===== config.mk =====
export PLATFORM = sky130hd
export DESIGN_NAME = calc_sequencer_flat
export DESIGN_NICKNAME = d
export VERILOG_FILES = /design/src/rtl/cat_rec_pkg.sv /design/src/rtl/calc_sequencer_if.sv /design/src/rtl/calc_sequencer.sv /design/src/flat_wrapper.sv
export SDC_FILE = /design/constraint.sdc
export NUM_CORES = 1
export LEC_CHECK = 0
export ABC_AREA = 1
export BUFFER_PORTS_ARGS = -buffer_cell sky130_fd_sc_hd__buf_4
export CORE_AREA = 2 2 56 79
export DETAILED_ROUTE_END_ITERATION = 10
export DIE_AREA = 0 0 58 81
export GPL_TIMING_DRIVEN = 0
export PLACE_DENSITY = 0.56
export SLEW_MARGIN = 25
export SYNTH_ARGS = -nofsm -noshare
export SYNTH_HDL_FRONTEND = slang
export SYNTH_SLANG_ARGS = --single-unit

===== constraint.sdc =====
create_clock -name clk -period 2 [get_ports clk]
set_input_delay 0.1 -clock clk [delete_from_list [all_inputs] [get_ports clk]]
set_output_delay 0.1 -clock clk [all_outputs]
set_load 0.02 [all_outputs]

===== src/rtl/cat_rec_pkg.sv =====
// Shared types and default sizing for the cat-recognizer calculation sequencer.
package cat_rec_pkg;

    typedef enum logic [2:0] {
        IDLE   = 3'd0,
        SCAN   = 3'd1,
        DRAIN  = 3'd2,
        RESULT = 3'd3,
        DONE   = 3'd4
    } seq_state_t;

    localparam int DEF_AMBA_ADDR_DEPTH = 12;
    localparam int DEF_PIXEL_COUNT     = 1024;
    localparam int DEF_CALC_LATENCY    = 3;

endpackage


===== src/rtl/calc_sequencer_if.sv =====
// Control and shared memory-address bundle between the sequencer and its neighbours.
// CALC_SEQ_PERF_CNT_EN adds the pass_cycles performance counter signal.
interface calc_sequencer_if
    import cat_rec_pkg::*;
#(
    parameter int Amba_Addr_Depth = DEF_AMBA_ADDR_DEPTH
);
    logic                       start;
    logic                       wr_en;
    logic [Amba_Addr_Depth-1:0] wr_addr;
    logic [Amba_Addr_Depth-1:0] mem_addr;
    logic                       mem_wr_en;
    logic                       en_read;
    logic                       get_result;
    logic                       busy;
    logic                       done;
`ifdef CALC_SEQ_PERF_CNT_EN
    logic [15:0]                pass_cycles;

    modport master (
        input  start, wr_en, wr_addr,
        output mem_addr, mem_wr_en, en_read, get_result, busy, done, pass_cycles
    );
    modport slave (
        output start, wr_en, wr_addr,
        input  mem_addr, mem_wr_en, en_read, get_result, busy, done, pass_cycles
    );
`else
    modport master (
        input  start, wr_en, wr_addr,
        output mem_addr, mem_wr_en, en_read, get_result, busy, done
    );
    modport slave (
        output start, wr_en, wr_addr,
        input  mem_addr, mem_wr_en, en_read, get_result, busy, done
    );
`endif
endinterface


===== src/rtl/calc_sequencer.sv =====
// Sequences one recognition pass: address scan, calculator drain, result strobe, done.
// Optional macro CALC_SEQ_PERF_CNT_EN adds a saturating 16-bit pass_cycles counter.
module calc_sequencer
    import cat_rec_pkg::*;
#(
    parameter int Amba_Addr_Depth = DEF_AMBA_ADDR_DEPTH,
    parameter int Pixel_Count     = DEF_PIXEL_COUNT,
    parameter int Calc_Latency    = DEF_CALC_LATENCY
) (
    input  logic            clk,
    input  logic            rst,
    calc_sequencer_if.master bus
);

    // state  | meaning
    // IDLE   | APB pass-through, wait for start
    // SCAN   | issue en_read for addresses 0..Pixel_Count-1
    // DRAIN  | wait Calc_Latency cycles for the calculator pipeline
    // RESULT | one-cycle get_result strobe
    // DONE   | pass complete, pass-through, wait for start to drop

    localparam int CntW = ($clog2(Calc_Latency) > 0) ? $clog2(Calc_Latency) : 1;
    localparam logic [Amba_Addr_Depth-1:0] LastAddr = Amba_Addr_Depth'(Pixel_Count - 1);
    localparam logic [CntW-1:0]            LatLoad  = CntW'(Calc_Latency - 1);

    seq_state_t                 state, state_next;
    logic [Amba_Addr_Depth-1:0] scan_addr;
    logic [CntW-1:0]            lat_cnt;
    logic                       pass_thru;

    always_ff @(posedge clk or posedge rst) begin
        if (rst) begin
            state     <= IDLE;
            scan_addr <= '0;
            lat_cnt   <= '0;
        end else begin
            state <= state_next;
            case (state)
                IDLE: scan_addr <= '0;
                SCAN: begin
                    // Hold at the last address instead of incrementing, so a full-depth scan never wraps.
                    if (scan_addr != LastAddr) scan_addr <= scan_addr + 1'b1;
                    lat_cnt <= LatLoad;
                end
                DRAIN: if (lat_cnt != '0) lat_cnt <= lat_cnt - 1'b1;
                default: ;
            endcase
        end
    end

    always_comb begin
        state_next     = state;
        pass_thru      = 1'b0;
        bus.en_read    = 1'b0;
        bus.get_result = 1'b0;
        bus.busy       = 1'b0;
        bus.done       = 1'b0;
        case (state)
            IDLE: begin
                pass_thru = 1'b1;
                if (bus.start) state_next = SCAN;
            end
            SCAN: begin
                bus.en_read = 1'b1;
                bus.busy    = 1'b1;
                if (!bus.start)                 state_next = IDLE;
                else if (scan_addr == LastAddr) state_next = DRAIN;
            end
            DRAIN: begin
                bus.busy = 1'b1;
                if (!bus.start)         state_next = IDLE;
                else if (lat_cnt == '0) state_next = RESULT;
            end
            RESULT: begin
                bus.busy       = 1'b1;
                bus.get_result = 1'b1;
                state_next     = DONE;
            end
            DONE: begin
                pass_thru = 1'b1;
                bus.done  = 1'b1;
                if (!bus.start) state_next = IDLE;
            end
            default: state_next = IDLE;
        endcase
    end

    assign bus.mem_addr  = pass_thru ? bus.wr_addr : scan_addr;
    assign bus.mem_wr_en = pass_thru & bus.wr_en & ~rst;

`ifdef CALC_SEQ_PERF_CNT_EN
    logic [15:0] pass_cycles_q;

    always_ff @(posedge clk or posedge rst) begin
        if (rst)                                      pass_cycles_q <= '0;
        else if (state == IDLE && state_next == SCAN) pass_cycles_q <= '0;
        else if (bus.busy && pass_cycles_q != 16'hFFFF) pass_cycles_q <= pass_cycles_q + 16'd1;
    end

    assign bus.pass_cycles = pass_cycles_q;
`endif

endmodule


===== src/flat_wrapper.sv =====
// flat-port wrapper written by rule: the top's interface ports become plain ports
module calc_sequencer_flat import cat_rec_pkg::*;
#(
    parameter int Amba_Addr_Depth = DEF_AMBA_ADDR_DEPTH,
    parameter int Pixel_Count     = DEF_PIXEL_COUNT,
    parameter int Calc_Latency    = DEF_CALC_LATENCY
)
  (clk, rst, bus_start, bus_wr_en, bus_wr_addr, bus_mem_addr, bus_mem_wr_en, bus_en_read, bus_get_result, bus_busy, bus_done);
  calc_sequencer_if #(.Amba_Addr_Depth(Amba_Addr_Depth)) bus_i ();
  input  logic clk;
  input  logic rst;
  input wire logic [$bits(bus_i.start)-1:0] bus_start;
  input wire logic [$bits(bus_i.wr_en)-1:0] bus_wr_en;
  input wire logic [$bits(bus_i.wr_addr)-1:0] bus_wr_addr;
  output wire logic [$bits(bus_i.mem_addr)-1:0] bus_mem_addr;
  output wire logic [$bits(bus_i.mem_wr_en)-1:0] bus_mem_wr_en;
  output wire logic [$bits(bus_i.en_read)-1:0] bus_en_read;
  output wire logic [$bits(bus_i.get_result)-1:0] bus_get_result;
  output wire logic [$bits(bus_i.busy)-1:0] bus_busy;
  output wire logic [$bits(bus_i.done)-1:0] bus_done;
  assign bus_i.start = bus_start;
  assign bus_i.wr_en = bus_wr_en;
  assign bus_i.wr_addr = bus_wr_addr;
  assign bus_mem_addr = bus_i.mem_addr;
  assign bus_mem_wr_en = bus_i.mem_wr_en;
  assign bus_en_read = bus_i.en_read;
  assign bus_get_result = bus_i.get_result;
  assign bus_busy = bus_i.busy;
  assign bus_done = bus_i.done;
  calc_sequencer #(.Amba_Addr_Depth(Amba_Addr_Depth), .Pixel_Count(Pixel_Count), .Calc_Latency(Calc_Latency)) u_core (.clk(clk), .rst(rst), .bus(bus_i));
endmodule

After elaboration in Yosys (flattened, before gate mapping) --
Index checks and enable logic that the tools add are counted.
Storage, ports and cells: bits in registers 17, logic and storage cells 47, input port bits 16
Operators by class: muxes and demuxes 17, reduce and logical (&&, ||, !) cells 10, add/subtract/negate cells 2, equal/unequal tests 12, bitwise logic cells 3
Operator list (number):
- two-way mux 12 bit | 2
- one-hot mux 12 bit (2 select lines) | 1
- two-way mux 3 bit | 6
- one-hot mux 3 bit (5 select lines) | 1
- adder 12 x 1 -> 12 bit, second input constant | 1
- == test 12 x 10 -> 1 bit, second input constant | 1
- inequality test 12 x 10 -> 1 bit, second input constant | 1
- == test 3 x 2 -> 1 bit, second input constant | 2
- inequality test 3 x 2 -> 1 bit, second input constant | 2
- nonzero test 2 bit | 3
- two-way mux 1 bit | 5
- inequality test 2 x 1 -> 1 bit, second input constant | 2
- inequality test 2 bit, second input constant | 2
- one-hot mux 2 bit (2 select lines) | 1
- AND reduction 2 bit | 2
- AND reduction 4 bit | 1
- == test 3 x 1 -> 1 bit, second input constant | 1
- == test 3 bit, second input constant | 1
- logical NOT 3 bit | 1
- OR reduction 3 bit | 1
- AND 1 bit | 2
- logical NOT 2 bit | 1
- two-way mux 2 bit | 1
- OR reduction 2 bit | 1
- other kinds (2) | 2

Logic depth before layout (Yosys ltp) --
Gate-level depths: netlist of run 1.
depth after elaboration 5, mapped depth 8

Least setup slack after synthesis of run 1 --
Ideal clock, no wire load.
path kind reg-to-output, start point register u_core.state[0], end point output bus_mem_addr[0], buffers on the path 1, data required time 1.900 ns, path slack 0.696 ns, arrival time 1.204 ns, cell stages (with the launch flop) 4, cell sequence dfrtp_1 -> nor2_4 -> buf_2 -> o21ai_0
On the way: word-level cells in the longest chain between the ends 4, elaborated cells between the ends (all ways) 5
Ends and longest elaborated chain:
- start, declared | line calc_sequencer.sv:26 | seq_state_t state, state_next;
- start signal, assigned | line calc_sequencer.sv:37 | state <= state_next;
- == test 3 bit / logical NOT 3 bit (equally long branches) | line calc_sequencer.sv:58 | case (state)
- OR reduction 2 bit (no line) *
- two-way mux 1 bit * | line calc_sequencer.sv:58
- two-way mux 12 bit * | line calc_sequencer.sv:88 | assign bus.mem_addr = pass_thru ? bus.wr_addr : scan_addr;
- end, declared | line flat_wrapper.sv:15 | output wire logic [$bits(bus_i.mem_addr)-1:0] bus_mem_addr;
Mark *: on every way between the ends. The rest lies on a longest branch, timed or not.

Worst setup path after layout of run 1 --
start point register u_core.state[0], end point output bus_mem_addr[5]
Same word-level chain as after synthesis.

==> results.json, run 1 <==
{
  "first_pass_iters": 4,
  "cp-end-kind": "output port",
  "clk_pin_slew_ns": 0.07,
  "ys_types": 24,
  "max_freq_mhz": 576,
  "utilization_pct": 39.7,
  "root_buffer": "clkbuf_8",
  "post-route-min-period_ns": 1.74,
  "p_leak_nw": 0.782,
  "grt-ovfl-total": 0,
  "via_count": 1186,
  "fin_skew_ns": 0.00346,
  "final_common_cell": "nand2_1",
  "p_clk_share_pct": 13.4,
  "hold_buffers": 0,
  "grt_setup_unrepaired": "false",
  "drc_errors": 0,
  "hold_ws_ns": -0.0308,
  "routedWlPerCell_um": 12.7,
  "fillers": 440,
  "status": "complete, but fails checks",
  "r2r_start": "u_core.scan_addr[0]$_DFFE_PP0P_",
  "ff_latch_area_um2": 425,
  "drt_iter0_drc": 22,
  "ctsHtreeMaxLevel": 1,
  "path_max_fanout": 10,
  "ys_ff_latch": 17,
  "drtAntennaViolNets": 0,
  "cts_tree": "done",
  "areaGrowthSynthToFinish_pct": 26.8,
  "p_per_area_mw_per_mm2": 1220,
  "start_util_pct": 31.3,
  "dieArea_mm2": 0.00470,
  "critPathArrivalTime_ns": 1.64,
  "fp-row-count": 28,
  "maxSlewViolCount": 0,
  "relSlewSlack_pct": 52.3,
  "layout_common_cells": "44 x nand2_1, 32 x buf_4, 22 x inv_1",
  "clockBufferDepth": 2,
  "drt-vias-per-instance": 4.73,
  "maxCapViolations": 0,
  "grt_max_degree": 18,
  "syn-num-nets": 188,
  "path_class": "register to output port",
  "grt.total_usage_pct": 15.5,
  "switching_share_pct": 50.5,
  "grt_pass1_wl_um": 5440,
  "timing.final.crit_share_pct": 86.8,
  "pwr-share-comb_pct": 61.9,
  "switching_power_mw": 0.995,
  "grt_pass1_vias": 1194,
  "syn-cell-area_mm2": 0.00127,
  "violations": "negative hold slack",
  "required_ns": 1.90,
  "antenna-diode-count": 0,
  "hold_class": "input pin to async pin",
  "multi_input_area_um2": 746,
  "place_congestion": 0.778,
  "met3_usage_pct": 1.59,
  "die_w_um": 58,
  "clock_latency_ns": 0.25,
  "avgSynthCellArea_um2": 7.49,
  "internal_power_mw": 0.977,
  "peakVddDrop_v": 0.000744,
  "pwr-share-seq_pct": 24.8,
  "yosys.area.top_type": "dfrtp_1",
  "coreArea_mm2": 0.00406,
  "antenna_found_initial": 0,
  "ios": 33,
  "cts_resized": 0,
  "netlist.area_leader.share_pct": 33.4,
  "synthCells": 170,
  "setup_viol": 0,
  "r2r-end": "u_core.scan_addr[5]$_DFFE_PP0P_",
  "final.setup.tns_ns": 0,
  "port_buffers": 32,
  "die_h_um": 81,
  "timing_hold_violations_final": 17,
  "met1_usage_pct": 19.3,
  "clock_sinks": 17,
  "worst_pin_slew_ns": 0.715,
  "postCtsSetupBuffers": 0,
  "cts_buffers": 3,
  "wl_um": 3180,
  "seq_area_frac_synth_pct": 33.4,
  "met2_usage_pct": 26.4,
  "regToRegSetupSlack_ns": 0.57,
  "yosysWarnings": 0,
  "layout.nets": 225,
  "drive_gt1_share_pct": 33.0,
  "synthTopCellsByArea": "dfrtp_1 33%, nand2_1 13%, o21ai_2 6.9%",
  "grt.busiest_layer": "met2",
  "start_kind": "register",
  "r2r_cells": 8,
  "hpwl_um": 2460
}
[cell type report]
class	count	share of cell area [%]
Multi-Input combinational cell	127	46.2
Sequential cell	17	26.3
Timing Repair Buffer	32	14.9
Inverter	24	5.73
Tap cell	45	3.49
Clock buffer	4	2.79
Buffer	2	0.620
[synth_stat cells]
master    instances
ha_1              2
xor2_1            4
nand3_2           3
a21oi_1           3
or2_2             1
o21ai_2          10
nor2_4            6
nand2_2           2
inv_4             1
nand2_4           3
nand2_8           1
nor2_2            2
mux2_2            1
a31oi_1           1
o21ai_0          15
nor2_1            9
inv_2             1
nand3b_1          1
nand4_1           5
inv_1            22
nand3_1          14
dfrtp_1          17
buf_2             2
nand2_1          44
[metrics by stage]
| stage | hold WS (ns) | worst slack, ns | instance area [um^2] | std cells | total power [mW] |
|---|---|---|---|---|---|
| 2_1_floorplan | 0.0261 | 0.696 | 1270 | 170 | 1.33 |
| 3_3_place_gp | 0.279 | 0.496 | 1570 | 247 | 1.73 |
| 3_5_place_dp | 0.286 | 0.501 | 1570 | 247 | 1.74 |
| 4_1_cts | 0.00287 | 0.215 | 1620 | 251 | 2.02 |
| 5_1_grt | 0.0342 | 0.0585 | 1620 | 251 | 2.15 |
| 6_report | -0.0308 | 0.264 | 1620 | 251 | 1.97 |
[registers in the layout, indices dropped and copies added (netlist names)]
register / count
u_core.state: 3
u_core.lat_cnt: 2
u_core.scan_addr: 12
[critical path, stage by stage, from the launching register on]
cell and delay (ns):
dfrtp_1 0.47, nor2_4 0.28, buf_2 0.30, nand2_1 0.09, o21ai_0 0.08, buf_4 0.16
[power groups by stage]
stage	registers, mW	clock network (mW)	logic, mW
after floorplan	0.478	0	0.847
after global placement	0.495	0	1.24
after detailed placement	0.494	0	1.25
after CTS	0.489	0.277	1.25
after global routing	0.498	0.296	1.36
final	0.489	0.264	1.22
[kinds of logic after synthesis]
family,Yosys count,synth area share (%)
and+or+nand+nor,91,38.5
DFF,17,33.4
AOI/OAI and AO/OA,29,14.4
muxes,1,0.884
adders and majority gates,2,1.96
buffers and inverters,26,8.06
xor gates and xnor gates,4,2.75
[how the worst max path moves through the flow]
stage	slack (ns)	cells after the start	startpoint	to
finish	0.26	5	u_core.state[0]$_DFFE_PP0P_	bus_mem_addr[5]
global route	0.06	5	u_core.state[0]$_DFFE_PP0P_	bus_mem_addr[3]
CTS	0.21	5	u_core.state[0]$_DFFE_PP0P_	bus_mem_addr[5]
detailed placement	0.50	5	u_core.state[0]$_DFFE_PP0P_	bus_mem_addr[5]
global placement	0.50	5	u_core.state[0]$_DFFE_PP0P_	bus_mem_addr[5]
floorplan	0.70	3	u_core.state[0]$_DFFE_PP0P_	bus_mem_addr[0]
[metal layers]
metal / part of all wire, % / vias to the layer above
li1: - / 625
met1: 46 / 531
met2: 48 / 25
met3: 3.0 / 5
met4: 2.1 / 0
met5: 0 / -
(Power assumes the default switching activity.)
==> run 2, diff against run 1 <==
Settings changed: CTS_CLUSTER_SIZE set to 25, PLACE_DENSITY 0.56 to 0.58.
Clock period 2 ns to 1.5 ns, I/O delays scaled along.
==> run 2 against run 1 <==
Against the previous run: the flow now finishes without violations; final cell count up 3.6%; clock skew is 0.0026 ns lower; sequential share of layout area decreased by 2.2 points.
==> results.json, run 2 (synthesis results as in run 1) <==
{
  "start_kind": "register",
  "grt.total_usage_pct": 15.5,
  "r2r_start": "u_core.scan_addr[0]$_DFFE_PP0P_",
  "pwr-share-seq_pct": 20.9,
  "first_pass_iters": 4,
  "maxSlewViolCount": 0,
  "grt_pass1_vias": 1201,
  "ff_latch_area_um2": 427,
  "met2_usage_pct": 25.6,
  "hold_class": "input pin to register",
  "critPathArrivalTime_ns": 1.40,
  "cts_buffers": 3,
  "clockBufferDepth": 2,
  "setup_viol": 0,
  "fillers": 451,
  "die_h_um": 81,
  "layout_common_cells": "41 x nand2_1, 34 x buf_4, 22 x inv_1",
  "internal_power_mw": 1.60,
  "met1_usage_pct": 19.9,
  "routedWlPerCell_um": 12.8,
  "required_ns": 1.42,
  "drt_iter0_drc": 13,
  "fp-row-count": 28,
  "grt_pass1_wl_um": 5490,
  "top_regs": "u_core.scan_addr x12, u_core.state x3, u_core.lat_cnt x2",
  "grt_setup_unrepaired": "true",
  "largest_reg_flops": 12,
  "holdPathEnd": "u_core.state[1]$_DFFE_PP0P_",
  "areaGrowthSynthToFinish_pct": 38.5,
  "path_delay_family": "flip-flops",
  "place_congestion": 0.807,
  "via_count": 1240,
  "timing_hold_violations_final": 0,
  "cp-end-kind": "output port",
  "worst_pin_slew_ns": 0.703,
  "status": "complete, no violations",
  "switching_share_pct": 47.7,
  "antenna_found_initial": 0,
  "root_buffer": "clkbuf_8",
  "final_common_cell": "nand2_1",
  "start_util_pct": 31.3,
  "ctsHtreeMaxLevel": 1,
  "layout.nets": 234,
  "hold_depth": 3,
  "p_clk_share_pct": 11.5,
  "antenna-diode-count": 0,
  "met3_usage_pct": 1.11,
  "regMostFlops": "u_core.scan_addr",
  "drt-vias-per-instance": 4.77,
  "fin_skew_ns": 0.000833,
  "path_cells": "nor2_4 -> buf_12 -> mux2_4 -> buf_6",
  "die_w_um": 58,
  "maxCapViolations": 0,
  "hpwl_um": 2400,
  "p_leak_nw": 0.848,
  "grt-ovfl-total": 0,
  "ios": 33,
  "peakVddDrop_v": 0.00111,
  "p_per_area_mw_per_mm2": 1730,
  "pwr-share-comb_pct": 67.6,
  "hold_path.startpoint": "bus_start",
  "dieArea_mm2": 0.00470,
  "r2r-end": "u_core.scan_addr[7]$_DFFE_PP0P_",
  "multi_input_area_um2": 772,
  "timing.final.crit_share_pct": 98.6,
  "grt_max_degree": 18,
  "hold_ws_ns": 0.102,
  "clock_sinks": 17,
  "final_cells": 260,
  "r2r_cells": 8,
  "path_class": "register to output port",
  "drive_gt1_share_pct": 38.1,
  "port_buffers": 32,
  "regToRegSetupSlack_ns": 0.11,
  "relSlewSlack_pct": 53.1,
  "clk_pin_slew_ns": 0.07,
  "post-route-min-period_ns": 1.48,
  "wl_um": 3330,
  "place_inst": 247,
  "switching_power_mw": 1.46,
  "path_max_fanout": 8,
  "clock_latency_ns": 0.25,
  "coreArea_mm2": 0.00406,
  "path_buf_inv": 2,
  "grt.busiest_layer": "met2",
  "drc_errors": 0,
  "slowest_stage": "dfrtp_1",
  "max_freq_mhz": 676,
  "cts_tree": "done",
  "cp_slowest_stage_delay_ns": 0.42,
  "drtAntennaViolNets": 0
}
==> run 2: cell type report <==
cell class | count | area share [%]
Timing Repair Buffer | 41 | 19.4
Inverter | 24 | 5.25
Clock buffer | 4 | 2.55
Multi-Input combinational cell | 127 | 43.8
Sequential cell | 17 | 24.2
Tap cell | 45 | 3.19
Buffer | 2 | 1.70
==> run 2: timing repair <==
action / in CTS / in global routing
endpoints found under the setup margin: 14 / 21
pin swaps: 1 / 3
hold buffers: 1 / 0
hold endpoints to repair: 17 / 0
setup buffers: 3 / 3
resized for setup: 4 / 23
gates cloned: 0 / 2
==> run 2: worst max-delay path by stage <==
stage | from | to | slack (ns) | cells after the start
3_5_place_dp | u_core.state[0]$_DFFE_PP0P_ | bus_mem_addr[10] | 0.06 | 5
2_1_floorplan | u_core.state[0]$_DFFE_PP0P_ | bus_mem_addr[0] | 0.22 | 3
4_1_cts | u_core.state[0]$_DFFE_PP0P_ | bus_mem_addr[9] | 0.005 | 3
3_3_place_gp | u_core.state[0]$_DFFE_PP0P_ | bus_mem_addr[6] | 0.05 | 5
6_report | u_core.state[1]$_DFFE_PP0P_ | bus_mem_addr[9] | 0.02 | 4
5_1_grt | u_core.scan_addr[0]$_DFFE_PP0P_ | u_core.scan_addr[7]$_DFFE_PP0P_ | -0.02 | 7
==> run 2: routing by layer <==
metal | share of wire, % | up-vias | routed length [um]
li1 | - | 645 | -
met3 | 3.3 | 5 | 109
met1 | 47 | 562 | 1550
met2 | 48 | 28 | 1600
met5 | 0 | - | 0
met4 | 2.1 | 0 | 69
==> run 2: through the flow <==
step                      instance area (um^2)  util (%)  power (mW)  worst slack, ns  setup TNS, ns
after global routing                      1760      43.4        3.29          -0.0195         -0.160
after detailed placement                  1570      38.6        2.31           0.0591              0
after CTS                                 1660      40.8        2.79          0.00502              0
final                                     1760      43.4        3.06           0.0206              0
after floorplan                           1270         -        1.77            0.221              0
after global placement                    1570      38.6        2.31           0.0544              0
==> run 2: power groups by stage <==
stage	clock [mW]	sequential (mW)	combinational (mW)
2_1_floorplan	0	0.637	1.13
3_3_place_gp	0	0.661	1.65
3_5_place_dp	0	0.660	1.65
4_1_cts	0.362	0.637	1.79
5_1_grt	0.387	0.648	2.26
6_report	0.352	0.638	2.07
==> run 2: worst min-delay path, cell delays in order <==
cell,delay [ns]
buf_4,0.09
nand4_1,0.09
nand2_1,0.07
==> run 3, diff against run 2 <==
Settings changed: PLACE_DENSITY 0.58 to 0.55.
Clock period 1.5 ns to 1.73 ns, I/O delays scaled along.
==> run 3 against run 2 <==
Against the previous run: sequential share of layout area increased by 1.6 points; clock skew rose by 0.0042 ns; largest power group unchanged; wire length is 5.6% lower; sequential power decreased by 11%; largest cell class unchanged.
==> results.json, run 3 (synthesis results as in run 1) <==
{
  "fin_skew_ns": 0.00508,
  "place_congestion": 0.739,
  "clockBufferDepth": 2,
  "max_freq_mhz": 627,
  "hold_class": "input pin to register",
  "fp-row-count": 28,
  "start_kind": "register",
  "via_count": 1189,
  "coreArea_mm2": 0.00406,
  "grt_setup_unrepaired": "false",
  "maxSlewViolCount": 0,
  "ff_latch_area_um2": 425,
  "drive_gt1_share_pct": 34.3,
  "clk_pin_slew_ns": 0.07,
  "grt_pass1_vias": 1119,
  "dieArea_mm2": 0.00470,
  "path_max_fanout": 10,
  "cp-end-kind": "output port",
  "final.setup.tns_ns": 0,
  "multi_input_area_um2": 746,
  "drc_errors": 0,
  "clock_sinks": 17,
  "antenna_found_initial": 0,
  "port_buffers": 32,
  "root_buffer": "clkbuf_8",
  "p_leak_nw": 0.803,
  "grt-ovfl-total": 0,
  "maxCapViolations": 0,
  "setup_viol": 0,
  "wl_um": 3140,
  "hpwl_um": 2420,
  "post-route-min-period_ns": 1.60,
  "die_w_um": 58,
  "cts_buffers": 3,
  "ctsHtreeMaxLevel": 1,
  "peakVddDrop_v": 0.000650,
  "start_util_pct": 31.3,
  "dp_slack_ns": 0.279,
  "die_h_um": 81,
  "relSlewSlack_pct": 53.3,
  "critPathArrivalTime_ns": 1.51,
  "timing.final.crit_share_pct": 92.2,
  "final_common_cell": "nand2_1",
  "clock_latency_ns": 0.26,
  "path_class": "register to output port",
  "areaGrowthSynthToFinish_pct": 29.7,
  "fin_ws_ns": 0.135,
  "regMostFlops": "u_core.scan_addr",
  "antenna-diode-count": 0,
  "timing_hold_violations_final": 0,
  "layout_common_cells": "44 x nand2_1, 35 x buf_4, 22 x inv_1",
  "drt_iter0_drc": 13,
  "drt-vias-per-instance": 4.66,
  "grt.total_usage_pct": 14.8,
  "grt_max_degree": 18,
  "grt_pass1_wl_um": 5200,
  "ios": 33,
  "layout.nets": 229,
  "drtAntennaViolNets": 0,
  "first_pass_iters": 4,
  "p_per_area_mw_per_mm2": 1420,
  "cts_tree": "done",
  "required_ns": 1.64,
  "routedWlPerCell_um": 12.3,
  "largest_reg_flops": 12,
  "status": "complete, no violations",
  "fillers": 445,
  "worst_pin_slew_ns": 0.700,
  "top_regs": "u_core.scan_addr x12, u_core.state x3, u_core.lat_cnt x2"
}
==> run 3: cell types whose count changed in the layout (fill, tap and decap cells not counted), sizes merged <==
cell    change
buf         -6
clkinv      +1
==> run 3: report_power, final <==
| part | total, mW | switching, mW | internal, mW | leakage [nW] |
|---|---|---|---|---|
| Sequential | 0.567 | 0.0959 | 0.472 | 0.227 |
| Clock | 0.310 | 0.150 | 0.160 | 0.0255 |
| Combinational | 1.47 | 0.922 | 0.553 | 0.551 |
==> run 3: stage by stage <==
stage               total power, mW  area, um^2  std cells  util (%)  hold slack, ns
floorplan                      1.53        1270        170         -          0.0126
global placement               2.01        1570        247      38.6           0.251
detailed placement             2.00        1570        247      38.6           0.255
CTS                            2.39        1650        255      40.6           0.109
global route                   2.53        1650        255      40.6           0.138
finish                         2.35        1650        255      40.6           0.112
==> run 3: worst paths after layout <==
path | slack [ns] | startpoint | depth (start not counted) | to
min in group asynchronous | 0.50 | rst | 3 | u_core.scan_addr[0]$_DFFE_PP0P_
hold / removal | 0.11 | bus_start | 3 | u_core.state[1]$_DFFE_PP0P_
max in group asynchronous | 0.78 | rst | 3 | u_core.scan_addr[8]$_DFFE_PP0P_
setup / recovery | 0.13 | u_core.state[0]$_DFFE_PP0P_ | 5 | bus_mem_wr_en
setup reg to reg | 0.31 | u_core.scan_addr[0]$_DFFE_PP0P_ | 8 | u_core.scan_addr[3]$_DFFE_PP0P_
hold reg to reg | 0.50 | u_core.lat_cnt[0]$_DFFE_PP0P_ | 1 | u_core.lat_cnt[0]$_DFFE_PP0P_
==> run 3: timing repair <==
item	in CTS	in global routing
cloned	0	0
setup buffers	3	0
endpoints found under the hold margin	17	0
pin swaps	1	0
gates resized for setup	0	1
setup endpoints to repair	7	2
hold buffers	1	0
==> run 3: layout make-up <==
type,count,area share [%]
inverters,24,5.61
well taps,45,3.41
repair buffers,36,16.5
flip-flops and latches,17,25.8
multi-input cells,127,45.2
clock buffers,3,2.50
plain buffers,2,0.758
clock inverters,1,0.303
==> run 3: layer usage <==
metal	up-vias	track usage [%]	share of wire [%]
li1	635	-	-
met1	525	19.3	47
met2	25	23.8	48
met3	4	0.955	2.7
met4	0	9.07	2.7
met5	-	0	0
==> run 3: critical path: stages, from the launching register on <==
cell	delay, ns
dfrtp_1	0.48
nor2_4	0.22
buf_2	0.25
nand2_1	0.07
nor2_1	0.09
buf_4	0.15
